`config.mk`:
```
export PLATFORM = sky130hd
export DESIGN_NAME = pwm_gen_multi
export DESIGN_NICKNAME = d
export VERILOG_FILES = /design/src/rtl/pwm_pkg.sv /design/src/rtl/pwm_chan.sv /design/src/rtl/pwm_gen_multi.sv
export SDC_FILE = /design/constraint.sdc
export NUM_CORES = 1
export LEC_CHECK = 0
export BUFFER_PORTS_ARGS = -buffer_cell sky130_fd_sc_hd__buf_2
export CORE_ASPECT_RATIO = 0.8
export CORE_UTILIZATION = 30
export CTS_BUF_LIST = sky130_fd_sc_hd__clkbuf_16
export CTS_CLUSTER_SIZE = 20
export DETAILED_ROUTE_END_ITERATION = 8
export PLACE_DENSITY_LB_ADDON = 0.25
export SETUP_SLACK_MARGIN = 0.5
export SLEW_MARGIN = 15
export SYNTH_ARGS = -nofsm -noshare
export SYNTH_HDL_FRONTEND = slang
export SYNTH_SLANG_ARGS = --single-unit
```
`constraint.sdc`:
```
create_clock -name clk -period 3.95 [get_ports clk]
set_input_delay 0.395 -clock clk [delete_from_list [all_inputs] [get_ports clk]]
set_output_delay 0.395 -clock clk [all_outputs]
set_load 0.02 [all_outputs]
```
`src/rtl/pwm_pkg.sv`:
```
// pwm_pkg: shared defaults and enums for the multi-channel PWM generator.
package pwm_pkg;
    localparam int DC_W_DEF    = 7;
    localparam int PRESC_W_DEF = 4;

    typedef enum logic {PWM_EDGE = 1'b0, PWM_CENTER = 1'b1} pwm_mode_e;
    typedef enum logic {DIR_UP = 1'b0, DIR_DOWN = 1'b1} pwm_dir_e;
endpackage

```
`src/rtl/pwm_chan.sv`:
```
// pwm_chan: one PWM channel - shadow duty register, duty source mux, compare, output register, polarity.
//   clk, rst_n     : clock, async active-low reset
//   en             : timebase enable (clears the output register when low)
//   tick           : timebase advance strobe
//   pstart         : current tick begins a new period
//   sel_inpins     : 1 = duty from pin_dc, 0 = from reg_dc
//   cnt            : shared timebase counter
//   reg_dc, pin_dc : candidate duty values
//   invert         : output polarity inversion (combinational)
//   pwm_sig        : channel output
module pwm_chan
    import pwm_pkg::*;
#(
    parameter int DC_W = DC_W_DEF
) (
    input  logic            clk,
    input  logic            rst_n,
    input  logic            en,
    input  logic            tick,
    input  logic            pstart,
    input  logic            sel_inpins,
    input  logic [DC_W-1:0] cnt,
    input  logic [DC_W-1:0] reg_dc,
    input  logic [DC_W-1:0] pin_dc,
    input  logic            invert,
    output logic            pwm_sig
);
    localparam logic [DC_W-1:0] MAX = '1;

    logic [DC_W-1:0] shadow;
    logic [DC_W-1:0] duty_sel;
    logic [DC_W-1:0] duty_eff;
    logic            raw_q;

    assign duty_sel = sel_inpins ? pin_dc : reg_dc;
    // On the period-start tick the shadow is being loaded, so compare against the new value directly.
    assign duty_eff = pstart ? duty_sel : shadow;

    always_ff @(posedge clk or negedge rst_n) begin
        if (!rst_n) begin
            shadow <= '0;
            raw_q  <= 1'b0;
        end else begin
            if (pstart)
                shadow <= duty_sel;
            if (!en)
                raw_q <= 1'b0;
            else if (tick)
                raw_q <= (duty_eff == MAX) || (cnt < duty_eff);
        end
    end

    assign pwm_sig = raw_q ^ invert;
endmodule

```
`src/rtl/pwm_gen_multi.sv`:
```
// pwm_gen_multi: multi-channel PWM generator with a shared prescaled timebase and edge/center-aligned modes.
//   clk, rst_n      : clock, async active-low reset
//   en              : timebase enable
//   presc           : one tick every presc+1 clocks
//   center_mode     : 0 = edge-aligned, 1 = center-aligned (taken at period start)
//   sel_inpins      : duty source for all channels, 1 = pin_dc, 0 = reg_dc
//   invert_polarity : per-channel output inversion
//   reg_dc, pin_dc  : packed per-channel duty, channel i at [i*DC_W +: DC_W]
//   pwm_sig         : PWM outputs
//   period_start    : one-clock pulse aligned with the first output clock of a period
module pwm_gen_multi
    import pwm_pkg::*;
#(
    parameter int NCH     = 4,
    parameter int DC_W    = DC_W_DEF,
    parameter int PRESC_W = PRESC_W_DEF
) (
    input  logic                clk,
    input  logic                rst_n,
    input  logic                en,
    input  logic [PRESC_W-1:0]  presc,
    input  logic                center_mode,
    input  logic                sel_inpins,
    input  logic [NCH-1:0]      invert_polarity,
    input  logic [NCH*DC_W-1:0] reg_dc,
    input  logic [NCH*DC_W-1:0] pin_dc,
    output logic [NCH-1:0]      pwm_sig,
    output logic                period_start
);
    localparam logic [DC_W-1:0] MAX = '1;

    logic [PRESC_W-1:0] pcnt;
    logic [DC_W-1:0]    cnt;
    pwm_dir_e           dir;
    pwm_mode_e          mode_q;
    logic               tick;
    logic               pstart;
    pwm_mode_e          mode_eff;

    // >= so that lowering presc mid-count ticks immediately instead of waiting for a wrap.
    assign tick     = en && (pcnt >= presc);
    // dir stays up in edge mode, so this covers both modes; in center mode it skips the
    // repeated zero at the bottom turnaround.
    assign pstart   = tick && (cnt == '0) && (dir == DIR_UP);
    assign mode_eff = pstart ? pwm_mode_e'(center_mode) : mode_q;

    always_ff @(posedge clk or negedge rst_n) begin
        if (!rst_n) begin
            pcnt         <= '0;
            cnt          <= '0;
            dir          <= DIR_UP;
            mode_q       <= PWM_EDGE;
            period_start <= 1'b0;
        end else if (!en) begin
            pcnt         <= '0;
            cnt          <= '0;
            dir          <= DIR_UP;
            period_start <= 1'b0;
        end else begin
            period_start <= pstart;
            pcnt         <= tick ? '0 : pcnt + 1'b1;
            if (tick) begin
                if (pstart)
                    mode_q <= mode_eff;
                if (mode_eff == PWM_EDGE) begin
                    cnt <= cnt + 1'b1;
                    dir <= DIR_UP;
                end else if (dir == DIR_UP) begin
                    // Hold at the top for one tick while turning around.
                    if (cnt == MAX)
                        dir <= DIR_DOWN;
                    else
                        cnt <= cnt + 1'b1;
                end else begin
                    if (cnt == '0)
                        dir <= DIR_UP;
                    else
                        cnt <= cnt - 1'b1;
                end
            end
        end
    end

    for (genvar i = 0; i < NCH; i++) begin : g_chan
        pwm_chan #(.DC_W(DC_W)) u_chan (
            .clk        (clk),
            .rst_n      (rst_n),
            .en         (en),
            .tick       (tick),
            .pstart     (pstart),
            .sel_inpins (sel_inpins),
            .cnt        (cnt),
            .reg_dc     (reg_dc[i*DC_W +: DC_W]),
            .pin_dc     (pin_dc[i*DC_W +: DC_W]),
            .invert     (invert_polarity[i]),
            .pwm_sig    (pwm_sig[i])
        );
    end
endmodule

```
Word level (Yosys, flattened, before mapping)
Index checks and enable logic that the tools add are counted.
- bitwise operators: 5
- $lt $le $gt $ge: 5
- eq/ne operators: 8
- $add $sub $neg: 3
- reduce and logical (&&, ||, !) cells: 10
- multiplexer cells: 32
- operators by type and width (operator ; count):
    two-way mux 7 bit ; 14
    == test 7 bit (second input constant) ; 5
    < comparator 7 bit ; 4
    two-way mux 1 bit ; 16
    two-way mux 4 bit ; 2
    != test 4 bit (second input constant) ; 2
    adder 7 x 1 -> 7 bit (second input constant) ; 1
    logical NOT 7 bit ; 1
    subtractor 7 x 1 -> 7 bit (second input constant) ; 1
    AND reduction 3 bit ; 2
    adder 4 x 1 -> 4 bit (second input constant) ; 1
    >= comparator 4 bit ; 1
    logical OR 1 bit ; 4
    bitwise XOR 1 bit ; 4
    logical AND 1 bit ; 3
    != test 2 x 1 -> 1 bit (second input constant) ; 1
    inverter 1 bit ; 1
- flip-flop bits (word level): 46
- input port bits: 69
- output and inout bits: 5
- logic and storage cells: 76

Longest topological paths before layout
Gate-level depths: netlist (run 1).
- depth after elaboration: 9
- mapped depth: 14
- mapped depth without buffers: 11

Cells and area by module
Synthesis (run 1) repeated with hierarchy kept, for this count alone.
- cells, all modules: 312
- area, all modules: 3206.8 µm²
- by module, submodules not included (module ; instances ; area each (µm²) ; cells each ; sequential area each (µm²)):
    pwm_chan at g_chan[0].u_chan ... ; 3 ; 571.8 ; 52 ; 200.2
    pwm_gen_multi ; 1 ; 932.1 ; 100 ; 350.3
    pwm_chan at g_chan[2].u_chan ; 1 ; 559.3 ; 56 ; 200.2

Worst setup path after synthesis (run 1)
No wires, ideal clock.
- path kind: reg-to-reg
- start: reg cnt[1]
- end: reg g_chan[1].u_chan.raw_q
- path buffers: 3
- cell stages (with the launch flop): 14
- clock period less this slack: 3.213 ns
- arrival time: 3.081 ns
- path slack: 0.737 ns
- data required time: 3.818 ns
- setup time: 0.132 ns
- cell sequence: dfrtp_1 > inv_1 > ha_1 > or4b_4 > nor4b_4 > and3_4 > buf_12 > buf_2 > buf_2 > o21ai_0 > ha_1 > o21ai_0 > a2111oi_0 > o41ai_1
- word-level cells in the longest chain between the ends: 8
- elaborated cells between the ends (all ways): 9
- those cells by class: order compare: 1; eq/ne: 1; mux: 3; reduce/logical: 4
- RTL lines (item ; line ; text):
    start, declared ; pwm_gen_multi.sv:33 ; logic [DC_W-1:0] cnt;
    start signal, assigned ; pwm_gen_multi.sv:66 ; cnt <= cnt + 1'b1;
    start signal, assigned ; pwm_gen_multi.sv:73 ; cnt <= cnt + 1'b1;
    start signal, assigned ; pwm_gen_multi.sv:78 ; cnt <= cnt - 1'b1;
    logical NOT 7 bit ; pwm_gen_multi.sv:44 ; assign pstart = tick && (cnt == '0) && (dir == DIR_UP);
    logical AND 1 bit (2 in a row) ; pwm_gen_multi.sv:44 ;
    two-way mux 7 bit ; pwm_chan.sv:37 ; assign duty_eff = pstart ? duty_sel : shadow;
    < comparator 7 bit or == test 7 bit (tied branches) ; pwm_chan.sv:49 ; raw_q <= (duty_eff == MAX) || (cnt < duty_eff);
    logical OR 1 bit (*) ; pwm_chan.sv:49 ;
    two-way mux 1 bit (*) ; pwm_chan.sv:48 ; else if (tick)
    two-way mux 1 bit (*) ; pwm_chan.sv:46 ; if (!en)
    end signal, assigned ; pwm_chan.sv:49 ;
    end, declared ; pwm_chan.sv:33 ; logic raw_q;
Mark *: on every way between the ends. The rest lies on a longest branch, timed or not. The select of a mux whose other input is x is not followed.
A chain may end at the register's enable or synchronous reset.

Final worst setup path (run 1)
- start: reg cnt[0]
- end: reg g_chan[1].u_chan.raw_q
- word-level cells in the longest chain between the ends: 8
- elaborated cells between the ends (all ways): 9
- those cells by class: order compare: 1; eq/ne: 1; mux: 3; reduce/logical: 4
- RTL lines (item ; line ; text):
    logical NOT 7 bit (*) ; pwm_gen_multi.sv:44 ;
    logical AND 1 bit (*) (2 in a row) ; pwm_gen_multi.sv:44 ;
    two-way mux 7 bit (*) ; pwm_chan.sv:37 ;
    named net g_chan[1].u_chan.duty_eff[1] ; pwm_chan.sv:32 ; logic [DC_W-1:0] duty_eff;
    < comparator 7 bit or == test 7 bit (tied branches) ; pwm_chan.sv:49 ;
    logical OR 1 bit (*) ; pwm_chan.sv:49 ;
    two-way mux 1 bit (*) ; pwm_chan.sv:48 ;
    two-way mux 1 bit (*) ; pwm_chan.sv:46 ;
Mark *: on every way through the listed nets, which the timed path passes. The rest lies on a longest branch. The select of a mux whose other input is x is not followed.

==> results of run 1 <==
[cells in the final DEF, fill, tap and decap left out, types with 4 or more instances in the layout]
cell type,count
clkbuf_16,5
buf_2,73
and2_1,5
xnor2_1,5
nor2_1,22
ha_1,12
nor2b_1,4
dfrtp_1,45
inv_1,36
buf_4,16
a31oi_1,4
mux2i_1,22
a22oi_1,4
nor4_1,5
maj3_1,5
o21ai_0,23
mux2_2,13
nand3_1,5
mux2i_2,5
nand2_1,22
a21oi_1,4
xor2_1,6
[routing by layer]
layer	vias up	routed length, um	GRT usage
met5	-	0	0
met4	0	59	0.0357
met3	7	488	0.0317
met2	77	3600	0.242
met1	1229	3490	0.207
li1	1272	-	-
[worst max-delay path, delay by kind of cell, from the launching register on]
kind / cells / cell delay (ns)
compound gates: 2 / 0.50
fa+ha+maj: 2 / 0.53
buf+inv: 3 / 0.37
flops: 1 / 0.46
mux: 1 / 0.22
simple gates: 3 / 1.11
[report_power, final]
| part | switching [uW] | total (uW) | internal [uW] |
|---|---|---|---|
| registers | 73.7 | 706 | 633 |
| logic | 384 | 687 | 303 |
| clock network | 175 | 471 | 296 |
[final timing paths]
path	slack [ns]	cells past startpoint	endpoint	startpoint
setup reg to reg	0.62	11	g_chan[1].u_chan.raw_q$_DFFE_PN0P_	cnt[0]$_DFFE_PN0P_
setup / recovery	0.62	11	g_chan[1].u_chan.raw_q$_DFFE_PN0P_	cnt[0]$_DFFE_PN0P_
max in group asynchronous	3.31	2	cnt[0]$_DFFE_PN0P_	rst_n
hold reg to reg	0.51	1	pcnt[0]$_DFF_PN0_	pcnt[0]$_DFF_PN0_
hold / removal	0.19	2	g_chan[2].u_chan.shadow[5]$_DFF_PN0_	rst_n
min in group clk	0.44	3	mode_q$_DFFE_PN0P_	center_mode
[registers in the layout, indices dropped and copies added (netlist names)]
| name | flops |
|---|---|
| g_chan.u_chan.shadow | 28 |
| period_start | 1 |
| g_chan.u_chan.raw_q | 4 |
| pcnt | 4 |
| cnt | 7 |
| dir | 1 |
| mode_q | 1 |
[cell families after synthesis]
kind of cell | share of synthesized area
fa+ha+maj | 0.0768
simple gates | 0.142
flops | 0.378
mux | 0.147
xor+xnor | 0.0316
compound gates | 0.147
buf+inv | 0.0784
[stage by stage]
step / setup WS [ns] / cell area (um2) / utilization / std cells / total power (uW)
detailed placement: 0.337 / 3570 / 0.365 / 521 / 1340
global placement: 0.493 / 3570 / 0.365 / 521 / 1330
CTS: 0.480 / 3790 / 0.388 / 533 / 1840
finish: 0.622 / 3870 / 0.397 / 536 / 1860
floorplan: 0.737 / 3050 / - / 317 / 1160
global route: 0.492 / 3870 / 0.397 / 536 / 2010
[area by class of cell]
cell class,instances,area [um2]
Tap cell,136,170
Sequential cell,46,1150
Timing Repair Buffer,91,517
Multi-Input combinational cell,218,1730
Fill cell,1007,5900
Clock buffer,5,125
Clock inverter,3,40.0
Inverter,37,139
[timing repair]
action,CTS,global route
setup endpoints to repair,7,10
gates resized for setup,6,14
setup buffers,4,3
pin swaps,1,2
==> impl_metrics.toml, run 1 <==
[outcome]
status = "finished clean"

[min_path]
hold_class = "input pin to async pin"

[worst_setup_path]
crit_arrival_ns = 3.48
crit_chain = "inv_1 -> ha_1 -> or4b_4 -> nor4b_4 -> and3_4 -> buf_4 -> mux2i_1 -> inv_1 -> maj3_1 -> a2111oi_2 -> o41ai_1"
slowest_stage = "or4b_4"
crit_path_end_kind = "flip-flop"
worstPathMaxFanout = 8
crit_path_start_kind = "flip-flop"
required_ns = 4.10
path_class = "flip-flop to flip-flop"
worst_path_largest_cell_delay_ns = 0.48
path_common_cell = "inv_1"

[synth]
yosysMostFrequentCell = "dfrtp_1"
yosys_register_bits = 46
synth_area_per_cell_um2 = 9.61
yosys-top-cells-count = "dfrtp_1 (46), inv_1 (37), mux2i_1 (30)"
syn_nets = 398
yosysTopAreaCell = "dfrtp_1"
synthTopCellsByArea = "dfrtp_1 (38%), mux2i_1 (9.9%), ha_1 (4.9%)"
synth_top_cell_area_share = 0.378
synth_seq_area_share = 0.378
synth.distinct_cells = 54
synth_async_sr_flop_share = 1.00
syn_inst = 317
synthesis.area_um2 = 3050
synthFlopType = "dfrtp_1"
synth-edff-count = 0
yosys_warnings = 0

[floorplanning]
initial_core_util = 0.312
die_h_um = 92.2
die_area_um2 = 10600
core-area_um2 = 9770
fp-row-count = 32
die_width_um = 115
io_pins = 74

[sta]
fin_crit_sh = 0.842
tns_ns = 0
tightest_slew_ns = 0.632
fmax_mhz = 301
setup_viol = 0
period_needed_ns = 3.33
slew_viol_final = 0
fin_skew_ns = 0.00503
max_slew_margin = 0.577
hold_violations = 0
holdWs_ns = 0.190
rsz0062_at_grt = "yes"

[detailed_routing]
drc_errors = 0
wl_per_cell_um = 14.3
via_per_inst = 4.82
dr.pass1.iters = 4
drtAntennaViolNets = 0
wl_mm = 7.64
vias = 2585
drtIter0Drc = 148

[clock_network]
cts_hold_buf = 0
tritoncts = "done"
numCtsBuffers = 5
insertion_delay_ns = 0.29
numClockSinks = 46
htreeDepth = 2
clock_path_buffers = 2
clockRootBuffer = "clkbuf_16"
clk_pin_slew_ns = 0.06

[finish]
layout.nets = 480
diodes = 0
syn2layout_area_growth_pct = 27.1
drive_gt1_frac = 0.340

[global_route]
grt_pass1_wl_mm = 12.3
grt_pass1_vias = 2476
antenna_found_initial = 0
grt_usage = 0.151
grt_max_degree = 47
overflow = 0

[pwr]
power.leakage_uw = 0.00183
irDropWorstVdd_v = 0.000219
power.density_nw_per_um2 = 481

[job]
maxCapViolCount = 0

[place]
routabilityCongestion = 0.825
io_buffers = 73
dp_hpwl_mm = 5.81
Power figures use the tool's default switching activity.
==> run 2, diff against run 1 <==
Settings changed: ABC_AREA set to 1.
Clock period 3.95 ns to 2.9 ns, I/O delays scaled along.
==> impl_metrics.toml, run 2 <==
[clock_network]
clk_pin_slew_ns = 0.07
numCtsBuffers = 5
numClockSinks = 46
tritoncts = "done"
cts_hold_buf = 0
clock_path_buffers = 2
insertion_delay_ns = 0.28
htreeDepth = 2
clockRootBuffer = "clkbuf_16"

[floorplanning]
io_pins = 74
die_h_um = 99.7
initial_core_util = 0.310
die_area_um2 = 12400
fp-row-count = 35
die_width_um = 124
core-area_um2 = 11600

[global_route]
antenna_found_initial = 0
grt_pass1_wl_mm = 17.2
grt_max_degree = 34
grt_usage = 0.182
grt_pass1_vias = 3405
overflow = 0

[sta]
fin_crit_sh = 0.810
tns_ns = 0
tightest_slew_ns = 0.581
setup_viol = 0
rsz0062_at_grt = "yes"
fin_skew_ns = 0.00584
holdWs_ns = -0.00359
hold_violations = 3
fmax_mhz = 426
slew_viol_final = 0
max_slew_margin = 0.612
period_needed_ns = 2.35

[worst_setup_path]
required_ns = 3.08
crit_arrival_ns = 2.53
rr_endpoint = "g_chan[2].u_chan.raw_q$_DFFE_PN0P_"
crit_path_end_kind = "flip-flop"
worstPathMaxFanout = 7
r2r-start = "pcnt[3]$_DFF_PN0_"
crit_path_start_kind = "flip-flop"
r2r_slack_ns = 0.55
reg2reg_depth = 15
path_class = "flip-flop to flip-flop"

[finish]
syn2layout_area_growth_pct = 30.8
top_register = "g_chan.u_chan.shadow"
diodes = 0
drive_gt1_frac = 0.261
reg_top3 = "g_chan.u_chan.shadow x28, cnt x7"
final_common_cell = "nand2_1"
largest_register_ffs = 28
final_cell_mix = "nand2_1 (198), nand3_1 (76), buf_2 (73), inv_1 (66), dfrtp_1 (45)"
final_cells = 781
layout.nets = 713

[synth]
synth_async_sr_flop_share = 1.00
yosys_warnings = 0
syn_nets = 622
yosysMostFrequentCell = "nand2_1"
synth_seq_area_share = 0.322
yosysTopAreaCell = "dfrtp_1"
synthTopCellsByArea = "dfrtp_1 (32%), nand2_1 (22%), nand3_1 (11%)"
synthFlopType = "dfrtp_1"
yosys-top-cells-count = "nand2_1 (210), nand3_1 (76), inv_1 (71)"
synth.distinct_cells = 36
synth-edff-count = 0
yosys_register_bits = 46
synthesis.area_um2 = 3580
syn_inst = 541
synth_top_cell_area_share = 0.322
synth_area_per_cell_um2 = 6.62

[place]
io_buffers = 73
routabilityCongestion = 0.873
placed_cells = 752
dp_hpwl_mm = 7.40

[pwr]
power.density_nw_per_um2 = 675
irDropWorstVdd_v = 0.000285
power.leakage_uw = 0.00261
finalPower_uw = 3160

[detailed_routing]
via_per_inst = 4.72
vias = 3684
drtAntennaViolNets = 0
drc_errors = 0
wl_mm = 11.0
dr.pass1.iters = 4
wl_per_cell_um = 14.0
drtIter0Drc = 185

[outcome]
violations = "hold timing"
status = "finished, violations left"

[min_path]
hold_class = "input pin to async pin"

[job]
maxCapViolCount = 0
==> run 2: cell count changes after synthesis, sizes merged, moves of 6 or more <==
| cell | delta |
|---|---|
| nor2 | +6 |
| buf | +7 |
| maj3 | -8 |
| o21ai | -14 |
| mux2i | -26 |
| inv | +35 |
| nand2 | +193 |
| mux2 | -13 |
| nand3 | +73 |
==> run 2: per-layer routing <==
layer,up-vias,GRT usage,wire length (um),share of wire
met5,-,0,0,0
met4,0,0.0330,137,0.012
met3,10,0.0287,562,0.051
met2,104,0.297,5040,0.46
met1,1692,0.255,5220,0.48
li1,1878,-,-,-
==> run 2: critical path, stage by stage, from the launching register on <==
cell	delay, ns
dfrtp_1	0.42
ha_4	0.30
nand4_1	0.14
nand3_4	0.17
nand2_8	0.08
buf_12	0.16
o21ai_4	0.17
inv_2	0.06
ha_4	0.26
nand2_2	0.05
nor2_2	0.12
a21oi_1	0.07
nand2_1	0.07
nand2_1	0.05
nand2_1	0.06
nand2_1	0.05
==> run 2: cells by family (layout without fill, tap and decap cells) <==
group | Yosys count | in the layout | synth area share
XOR/XNOR | 12 | 12 | 0.0294
flip-flops | 46 | 46 | 0.322
buffers and inverters | 97 | 188 | 0.123
AO/OA/AOI/OAI | 28 | 28 | 0.0482
multiplexers | 4 | 4 | 0.0112
adder cells (fa/ha/maj) | 12 | 12 | 0.0419
AND/OR/NAND/NOR | 342 | 343 | 0.424
==> run 2: where the power goes <==
part / internal [uW] / total (uW) / switching (uW)
registers: 859 / 958 / 98.9
clock network: 407 / 667 / 260
logic: 625 / 1530 / 910
total: 1890 / 3160 / 1270
==> run 2: how the worst max path moves through the flow <==
stage          slack, ns                                  to               start
3_3_place_gp        0.34  g_chan[0].u_chan.raw_q$_DFFE_PN0P_  cnt[0]$_DFFE_PN0P_
3_5_place_dp        0.25  g_chan[0].u_chan.raw_q$_DFFE_PN0P_  cnt[0]$_DFFE_PN0P_
5_1_grt             0.41  g_chan[2].u_chan.raw_q$_DFFE_PN0P_   pcnt[3]$_DFF_PN0_
4_1_cts             0.51  g_chan[0].u_chan.raw_q$_DFFE_PN0P_  cnt[0]$_DFFE_PN0P_
2_1_floorplan       0.51  g_chan[1].u_chan.raw_q$_DFFE_PN0P_  cnt[1]$_DFFE_PN0P_
6_report            0.55  g_chan[2].u_chan.raw_q$_DFFE_PN0P_   pcnt[3]$_DFF_PN0_
==> run 2: metrics by stage <==
stage | area (um2) | utilization | hold WS (ns) | worst slack (ns)
final | 4680 | 0.405 | -0.00359 | 0.552
after global routing | 4680 | 0.405 | 0.0329 | 0.406
after CTS | 4430 | 0.383 | 0.0149 | 0.510
after detailed placement | 4070 | 0.352 | 0.321 | 0.254
after global placement | 4070 | 0.352 | 0.320 | 0.339
after floorplan | 3580 | - | -0.00559 | 0.510
==> run 2: cell type report <==
type | count | area (um2)
sequential | 46 | 1150
multi-input combinational | 399 | 2190
inverter | 73 | 280
clock buffer | 5 | 125
timing repair buffer | 107 | 699
fill | 1237 | 6880
tap | 148 | 185
clock inverter | 3 | 45.0
==> run 2: what timing repair did <==
item | CTS | global route
cloned | 1 | 1
endpoints found under the setup margin | 6 | 11
gates resized for setup | 19 | 32
pin swaps | 12 | 27
setup buffers | 12 | 7
==> run 3, diff against run 2 <==
Clock period 2.9 ns to 1.9 ns, I/O delays scaled along.
==> impl_metrics.toml, run 3 (same netlist as run 2, synthesis figures left out) <==
[outcome]
status = "finished, violations left"
violations = "setup timing"

[sta]
holdWs_ns = 0.00153
tightest_slew_ns = 0.632
fmax_mhz = 446
max_slew_margin = 0.579
fin_crit_sh = 1.18
slew_viol_final = 0
period_needed_ns = 2.24
rsz0062_at_grt = "yes"
fin_ws_ns = -0.344
setup_viol = 13
fin_skew_ns = 0.00741
hold_violations = 0

[detailed_routing]
dr.pass1.iters = 4
drc_errors = 0
wl_per_cell_um = 14.5
wl_mm = 12.0
vias = 3901
drtIter0Drc = 166
via_per_inst = 4.71
drtAntennaViolNets = 0

[pwr]
finalPower_uw = 5570
seqPwrFrac = 0.273
p_sw_uw = 2280
irDropWorstVdd_v = 0.000482
p_clk_frac = 0.158
power.internal_uw = 3300
power.leakage_uw = 0.00290
power_frac_comb = 0.569
power.density_nw_per_um2 = 1040
sw_frac_of_total = 0.409

[floorplanning]
initial_core_util = 0.310
io_pins = 74
core-area_um2 = 11600
die_width_um = 124
die_area_um2 = 12400
die_h_um = 99.7
fp-row-count = 35

[finish]
diodes = 0
final_cell_mix = "nand2_1 (174), buf_2 (73), nand3_1 (69), inv_1 (62), buf_4 (57)"
layout.nets = 761
drive_gt1_frac = 0.370
largest_register_ffs = 28
reg_top3 = "g_chan.u_chan.shadow x28, cnt x7"
final_cells = 829
top_register = "g_chan.u_chan.shadow"
final_common_cell = "nand2_1"
syn2layout_area_growth_pct = 49.9
fin_area_um2 = 5370

[worst_setup_path]
crit_path_start_kind = "flip-flop"
path_class = "flip-flop to flip-flop"
crit_arrival_ns = 2.43
crit_path_end_kind = "flip-flop"
required_ns = 2.09
worstPathMaxFanout = 6

[global_route]
grt_max_degree = 47
grt_pass1_wl_mm = 18.8
overflow = 0
grt_pass1_vias = 3740
antenna_found_initial = 0
grt_usage = 0.202

[clock_network]
tritoncts = "done"
numClockSinks = 46
clk_pin_slew_ns = 0.07
htreeDepth = 2
cts_hold_buf = 0
numCtsBuffers = 5
clockRootBuffer = "clkbuf_16"
insertion_delay_ns = 0.30
clock_path_buffers = 2

[job]
maxCapViolCount = 0

[place]
routabilityCongestion = 0.867
placed_cells = 802
place_ws_ns = -0.369
placed_area_um2 = 4570
dp_hpwl_mm = 7.95
io_buffers = 73

[min_path]
hold_class = "input pin to async pin"
==> run 3: cell types whose count changed in the layout (fill, tap and decap cells not counted), sizes merged <==
| cell | delta |
|---|---|
| buf | +48 |
| inv | +2 |
| clkinvlp | -2 |
| clkinv | +1 |
| bufbuf | +1 |
| clkbuf | -1 |
| bufinv | -1 |
==> run 3: power groups by stage <==
stage / clock network (uW) / logic, uW / registers [uW]
floorplan: 0 / 1520 / 1470
global route: 935 / 3490 / 1550
finish: 881 / 3170 / 1520
global placement: 0 / 2280 / 1480
detailed placement: 0 / 2340 / 1490
CTS: 899 / 2710 / 1480
==> run 3: critical path: stages, from the launching register on <==
cell and delay, ns:
dfrtp_1 0.41, ha_4 0.24, a21oi_2 0.16, nand3_4 0.19, nand2_8 0.18, nand2_1 0.07
o21a_1 0.15, ha_4 0.29, inv_1 0.04, o21bai_1 0.13, a21oi_1 0.05, nand2_1 0.06
nand2_1 0.05, nand2_1 0.05, nand2_1 0.04
==> run 3: through the flow <==
| stage | setup TNS, ns | utilization |
|---|---|---|
| floorplan | -1.66 | - |
| global placement | -2.80 | 0.395 |
| detailed placement | -3.32 | 0.395 |
| CTS | -3.08 | 0.433 |
| global route | -4.59 | 0.464 |
| finish | -2.87 | 0.464 |
==> run 3: path summary, 6_finish.rpt <==
kind / from / end / slack (ns) / cells past startpoint
max: pcnt[3]$_DFF_PN0_ / g_chan[3].u_chan.raw_q$_DFFE_PN0P_ / -0.34 / 14
min in group clk: reg_dc[23] / g_chan[3].u_chan.shadow[2]$_DFF_PN0_ / 0.28 / 5
min reg2reg: g_chan[2].u_chan.raw_q$_DFFE_PN0P_ / g_chan[2].u_chan.raw_q$_DFFE_PN0P_ / 0.50 / 2
max reg2reg: pcnt[3]$_DFF_PN0_ / g_chan[3].u_chan.raw_q$_DFFE_PN0P_ / -0.34 / 14
min: rst_n / cnt[4]$_DFFE_PN0P_ / 0.002 / 2
max in group asynchronous: rst_n / cnt[1]$_DFFE_PN0P_ / 1.44 / 2
==> run 3: area by class of cell <==
| class | count | area [um2] |
|---|---|---|
| Timing Repair Buffer | 155 | 1170 |
| Multi-Input combinational cell | 399 | 2430 |
| Fill cell | 1181 | 6190 |
| Clock buffer | 5 | 125 |
| Tap cell | 148 | 185 |
| Sequential cell | 46 | 1150 |
| Clock inverter | 3 | 12.5 |
| Inverter | 73 | 287 |
==> run 3: routing by layer <==
layer	GRT usage	part of all wire	wire, um	vias to the layer above
met3	0.0333	0.042	508	20
met1	0.268	0.45	5410	1816
li1	-	-	-	1973
met2	0.331	0.48	5790	92
met4	0.0678	0.024	287	0
met5	0	0	0	-
==> run 3: repair_timing <==
action	4_1_cts	5_1_grt
pin swaps	21	19
gates cloned	4	0
buffers inserted	6	9
setup endpoints to repair	46	46
gates resized for setup	35	75
